==> config.mk <==
export PLATFORM = sky130hd
export DESIGN_NAME = uart_rx_framer
export DESIGN_NICKNAME = d
export VERILOG_FILES = /design/src/rtl/uart_rx_framer.sv
export SDC_FILE = /design/constraint.sdc
export NUM_CORES = 1
export LEC_CHECK = 0
export ABC_AREA = 1
export CAP_MARGIN = 10
export CORE_MARGIN = 8
export CORE_UTILIZATION = 57
export DETAILED_ROUTE_END_ITERATION = 8
export PLACE_DENSITY = 0.89
export REMOVE_ABC_BUFFERS = 1
export SLEW_MARGIN = 10
export SYNTH_ARGS = -nofsm -noshare
export SYNTH_HDL_FRONTEND = slang
export SYNTH_SLANG_ARGS = --single-unit
export TNS_END_PERCENT = 5
==> constraint.sdc <==
create_clock -name clk -period 2 [get_ports clk]
set_input_delay 0.4 -clock clk [delete_from_list [all_inputs] [get_ports clk]]
set_output_delay 0.4 -clock clk [all_outputs]
set_load 0.05 [all_outputs]
==> src/rtl/uart_rx_framer.sv <==
// 8-bit UART receiver: 2-flop synchronizer, mid-bit sampling, framing checks.
// Optional even parity bit is compiled in when UART_RX_PARITY_EN is defined.
module uart_rx_framer #(
  parameter logic [15:0] CLKS_PER_BIT = 16'd5
) (
  input  logic       clk,
  input  logic       rst_n,
  input  logic       i_Rx_Serial,
  output logic       o_Rx_DV,
  output logic [7:0] o_Rx_Byte,
  output logic       o_Frame_Err,
  output logic       o_Parity_Err,
  output logic       o_Busy
);

  localparam logic [15:0] HALF_M1 = (CLKS_PER_BIT >> 1) - 16'd1;
  localparam logic [15:0] FULL_M1 = CLKS_PER_BIT - 16'd1;

  typedef enum logic [2:0] {
    IDLE      = 3'd0,
    START     = 3'd1,
    DATA      = 3'd2,
`ifdef UART_RX_PARITY_EN
    PARITY    = 3'd3,
`endif
    STOP      = 3'd4,
    WAIT_IDLE = 3'd5
  } state_t;

  state_t      state, state_nxt;
  logic        rx_m, rx_s;
  logic [15:0] cnt, cnt_nxt;
  logic [2:0]  bit_idx, bit_idx_nxt;
  logic [7:0]  shift;
  logic        shift_en;
  logic        tick;
  logic        dv_nxt, ferr_nxt;

  always_ff @(posedge clk or negedge rst_n) begin
    if (!rst_n) begin
      rx_m <= 1'b1;
      rx_s <= 1'b1;
    end else begin
      rx_m <= i_Rx_Serial;
      rx_s <= rx_m;
    end
  end

  // START waits half a bit to land mid-start-bit; every later sample is one bit apart.
  always_comb begin
    if (state == START) tick = (cnt == HALF_M1);
    else                tick = (cnt == FULL_M1);
  end

`ifdef UART_RX_PARITY_EN
  logic par_bit;
  logic par_cap;
  logic par_bad;
  logic perr_nxt;

  assign par_bad = (^shift) != par_bit;
`endif

  always_comb begin
    state_nxt   = state;
    cnt_nxt     = cnt + 16'd1;
    bit_idx_nxt = bit_idx;
    shift_en    = 1'b0;
    dv_nxt      = 1'b0;
    ferr_nxt    = 1'b0;
`ifdef UART_RX_PARITY_EN
    par_cap     = 1'b0;
    perr_nxt    = 1'b0;
`endif
    case (state)
      IDLE: begin
        cnt_nxt     = 16'd0;
        bit_idx_nxt = 3'd0;
        if (!rx_s) state_nxt = START;
      end
      START: begin
        if (tick) begin
          cnt_nxt   = 16'd0;
          state_nxt = rx_s ? IDLE : DATA;
        end
      end
      DATA: begin
        if (tick) begin
          cnt_nxt     = 16'd0;
          shift_en    = 1'b1;
          bit_idx_nxt = bit_idx + 3'd1;
          if (bit_idx == 3'd7) begin
`ifdef UART_RX_PARITY_EN
            state_nxt = PARITY;
`else
            state_nxt = STOP;
`endif
          end
        end
      end
`ifdef UART_RX_PARITY_EN
      PARITY: begin
        if (tick) begin
          cnt_nxt   = 16'd0;
          par_cap   = 1'b1;
          state_nxt = STOP;
        end
      end
`endif
      STOP: begin
        if (tick) begin
          cnt_nxt = 16'd0;
          if (!rx_s) begin
            ferr_nxt  = 1'b1;
            state_nxt = WAIT_IDLE;
`ifdef UART_RX_PARITY_EN
          end else if (par_bad) begin
            perr_nxt  = 1'b1;
            state_nxt = IDLE;
`endif
          end else begin
            dv_nxt    = 1'b1;
            state_nxt = IDLE;
          end
        end
      end
      WAIT_IDLE: begin
        cnt_nxt = 16'd0;
        if (rx_s) state_nxt = IDLE;
      end
      default: begin
        cnt_nxt   = 16'd0;
        state_nxt = IDLE;
      end
    endcase
  end

  always_ff @(posedge clk or negedge rst_n) begin
    if (!rst_n) begin
      state       <= IDLE;
      cnt         <= 16'd0;
      bit_idx     <= 3'd0;
      o_Rx_DV     <= 1'b0;
      o_Rx_Byte   <= 8'h00;
      o_Frame_Err <= 1'b0;
    end else begin
      state       <= state_nxt;
      cnt         <= cnt_nxt;
      bit_idx     <= bit_idx_nxt;
      o_Rx_DV     <= dv_nxt;
      o_Frame_Err <= ferr_nxt;
      if (dv_nxt) o_Rx_Byte <= shift;
    end
  end

  // Datapath shift register; its content is only published through o_Rx_Byte.
  always_ff @(posedge clk) begin
    if (shift_en) shift <= {rx_s, shift[7:1]};
  end

`ifdef UART_RX_PARITY_EN
  always_ff @(posedge clk) begin
    if (par_cap) par_bit <= rx_s;
  end

  always_ff @(posedge clk or negedge rst_n) begin
    if (!rst_n) o_Parity_Err <= 1'b0;
    else        o_Parity_Err <= perr_nxt;
  end
`else
  assign o_Parity_Err = 1'b0;
`endif

  assign o_Busy = (state != IDLE);

endmodule

==> impl_metrics.py <==
metrics = {
    "setup_path": {
        "path_buf_inv": 1,
        "cp.arrival_ps": 1550,
        "crit_start": "o_Rx_Byte[2]$_DFFE_PN0P_",
        "critical_path_required_ps": 1600,
        "path_cells": "clkdlybuf4s50_1",
        "crit_path_start_kind": "flip-flop",
        "worstSetupEndpointType": "output port",
        "critPathTopFamily": "buffers and inverters",
        "crit_type": "flip-flop to output port",
        "r2r_end": "shift[1]$_DFFE_PP_",
        "reg2reg_from": "state[2]$_DFFE_PN0P_",
        "cp_slowest_cell": "clkdlybuf4s50_1",
        "reg2reg_slack_ps": 430,
        "critical-path-max-stage-delay_ps": 800,
        "rr_worst_depth": 6,
        "path_max_fanout": 2,
    },
    "routing": {
        "drt-total-wl_mm": 3.370,
        "drc": 0,
        "routedWlPerCell_um": 12.08,
        "dr.first_iter.drc_count": 96,
        "vias": 1427,
        "firstDrtPassIters": 4,
        "ant_nets": 0,
        "detail_route.vias_per_cell": 5.115,
    },
    "cells_and_area": {
        "stdcell_area_sq_mm": 0.002222,
        "finalNonFillerCells": 279,
        "num_antenna_cells": 0,
        "drive_gt1_share_pct": 12.45,
        "syn2layout_area_growth_pct": 12.98,
        "nets": 238,
    },
    "sta": {
        "setup_viol_count_final": 0,
        "clock.fmax_mhz": 513.5,
        "drv_slew": 0,
        "whs_ps": 370.4,
        "rsz0062_at_grt": "no",
        "fin_worst_skew_ps": 21.51,
        "finalSetupTns_ps": 0,
        "relSlewSlack_pct": 66.13,
        "post-route-period-util_pct": 97.37,
        "hold_violations": 0,
        "finalWorstSetupSlack_ps": 52.61,
        "fin_crit_ps": 1947,
        "tightest_slew_ps": 507.2,
    },
    "yosys": {
        "ys_seq_area_share_pct": 55.60,
        "syn_inst": 213,
        "synth.distinct_cells": 31,
        "ys_ff_latch": 42,
        "avgSynthCellArea_sq_um": 9.234,
        "synth_async_sr_flop_share_pct": 80.95,
        "synth_warnings": 0,
        "syn-cell-area_sq_mm": 0.001967,
        "synth_edf_count": 8,
        "synth-main-ff-cell": "dfrtp_1",
    },
    "run": {
        "max_cap_violations": 0,
    },
    "place": {
        "detailed_place_hpwl_mm": 2.502,
        "gp_congestion": 0.9273,
        "placed_cells": 271,
        "io_buffers": 13,
        "place_area_sq_mm": 0.002145,
        "dp_slack_ps": 439.1,
    },
    "die": {
        "core.rowCount": 21,
        "io_pins": 15,
        "initial_core_util_pct": 58.94,
        "die_h_um": 74.74,
        "die_w_um": 74.74,
        "core_area_sq_mm": 0.003337,
        "design.die.area_sq_mm": 0.005586,
    },
    "global_route": {
        "grt_pass1_wl_mm": 5.802,
        "grt_pass1_vias": 1274,
        "grt_max_degree": 35,
        "grt.overflow.total": 0,
        "grt_usage_pct": 13.99,
        "antenna_found_initial": 0,
    },
    "cts": {
        "cts_buffers": 5,
        "clock-sinks": 42,
        "cts-hold-fix-buffers": 0,
        "cts-root-buf": "clkbuf_4",
        "htreeDepth": 2,
        "cts_tree": "yes",
        "worstSkewPairLatency_ps": 380,
        "ctsLongestPathBuffers": 2,
        "clkTransAtPathRegs_ps": 130,
    },
    "run_status": {
        "outcome": "finished clean",
    },
    "power_and_ir_drop": {
        "powerDensity_mw_per_mm2": 1159,
        "ir_drop_mv": 0.6773,
        "leakagePower_nw": 1.119,
    },
    "min_path": {
        "holdPathStages": 0,
        "holdPathEnd": "rx_s$_DFF_PN1_",
        "hold_class": "flip-flop to flip-flop",
        "hp-start": "rx_m$_DFF_PN1_",
    },
}
## power breakdown
group / internal (mW) / total (mW) / switching (mW) / leakage, nW
registers: 0.991 / 1.08 / 0.0942 / 0.534
clock network: 0.143 / 0.435 / 0.292 / 0.0318
logic: 0.299 / 1.06 / 0.757 / 0.553
total: 1.43 / 2.58 / 1.14 / 1.12
## cell type report
type,count,area (sq um)
clock inverter,3,25.02
inverter,23,91.34
sequential,42,1094
tap,46,57.56
clock buffer,5,37.54
timing repair buffer,14,150.1
fill,274,1115
multi-input combinational,146,767.0
## repair_timing
action / CTS / global route
buffers inserted: 0 / 0
gates resized for setup: 0 / 6
endpoints found under the hold margin: 0 / 0
setup endpoints to repair: 0 / 6
## how the worst max path moves through the flow
| stage | endpoint | slack [ps] | depth (start not counted) |
|---|---|---|---|
| 6_report | o_Rx_Byte[2] | 50 | 1 |
| 5_1_grt | o_Rx_Byte[2] | 3 | 1 |
| 4_1_cts | o_Rx_Byte[6] | 0.2 | 1 |
| 3_5_place_dp | o_Rx_Byte[6] | 440 | 1 |
| 3_3_place_gp | o_Rx_Byte[7] | 470 | 1 |
| 2_1_floorplan | state[0]$_DFFE_PN0P_ | 440 | 6 |
## cells in the mapped netlist (2+ instances only)
library cell | count | area share (%)
a21oi_1 | 2 | 0.51
buf_4 | 2 | 0.76
dfrtp_1 | 32 | 41
dfstp_2 | 2 | 2.7
edfxtp_1 | 8 | 12
ha_1 | 3 | 1.9
inv_1 | 20 | 3.8
inv_2 | 2 | 0.38
nand2_1 | 56 | 11
nand2_4 | 2 | 1.1
nand3_1 | 13 | 3.3
nand3_2 | 2 | 1.0
nand4_1 | 5 | 1.6
nor2_1 | 34 | 6.5
nor2_2 | 3 | 0.95
nor2_4 | 3 | 1.7
nor3_1 | 2 | 0.51
o21ai_0 | 3 | 0.76
xor2_1 | 7 | 3.1
## layer usage
metal / part of all wire, % / vias to the layer above / GRT usage (%)
met5: 0 / - / 0
met3: 4.1 / 7 / 3.329
met4: 3.1 / 0 / 10.00
met1: 47 / 677 / 17.32
met2: 46 / 32 / 20.91
li1: - / 711 / -
## through the flow
stage / total power [mW] / utilization, %
after floorplan: 1.860 / -
after global placement: 2.135 / 64.27
after detailed placement: 2.169 / 64.27
after CTS: 2.602 / 66.14
after global routing: 2.754 / 66.59
final: 2.576 / 66.59
## cells by family (layout without fill, tap and decap cells)
family,Yosys count,after routing,share of synthesized area [%]
AO/OA/AOI/OAI,8,8,2.226
other,1,1,0.1907
adder cells (fa/ha/maj),3,3,1.909
AND/OR/NAND/NOR,126,126,31.11
flip-flops,42,42,55.60
buffers and inverters,25,45,5.407
XOR/XNOR,8,8,3.562
## registers in the layout (all words and copies together) (netlist names)
name         cells
o_Rx_DV          1
shift            8
rx_m             1
o_Frame_Err      1
bit_idx          3
state            3
o_Rx_Byte        8
cnt             16
rx_s             1
## cells in the final DEF (no fill, tap or decap), drive strengths merged, types with 2 or more instances in the layout
master,synthesis,layout
a21oi,2,2
buf,2,2
clkbuf,0,5
clkdlybuf4s50,0,6
clkinv,1,2
dfrtp,32,32
dfstp,2,2
dlymetal6s2s,0,6
edfxtp,8,8
ha,3,3
inv,22,23
nand2,59,59
nand3,16,16
nand4,7,7
nor2,40,40
nor3,2,2
o21ai,4,4
xor2,7,7
Power figures use the tool's default switching activity.
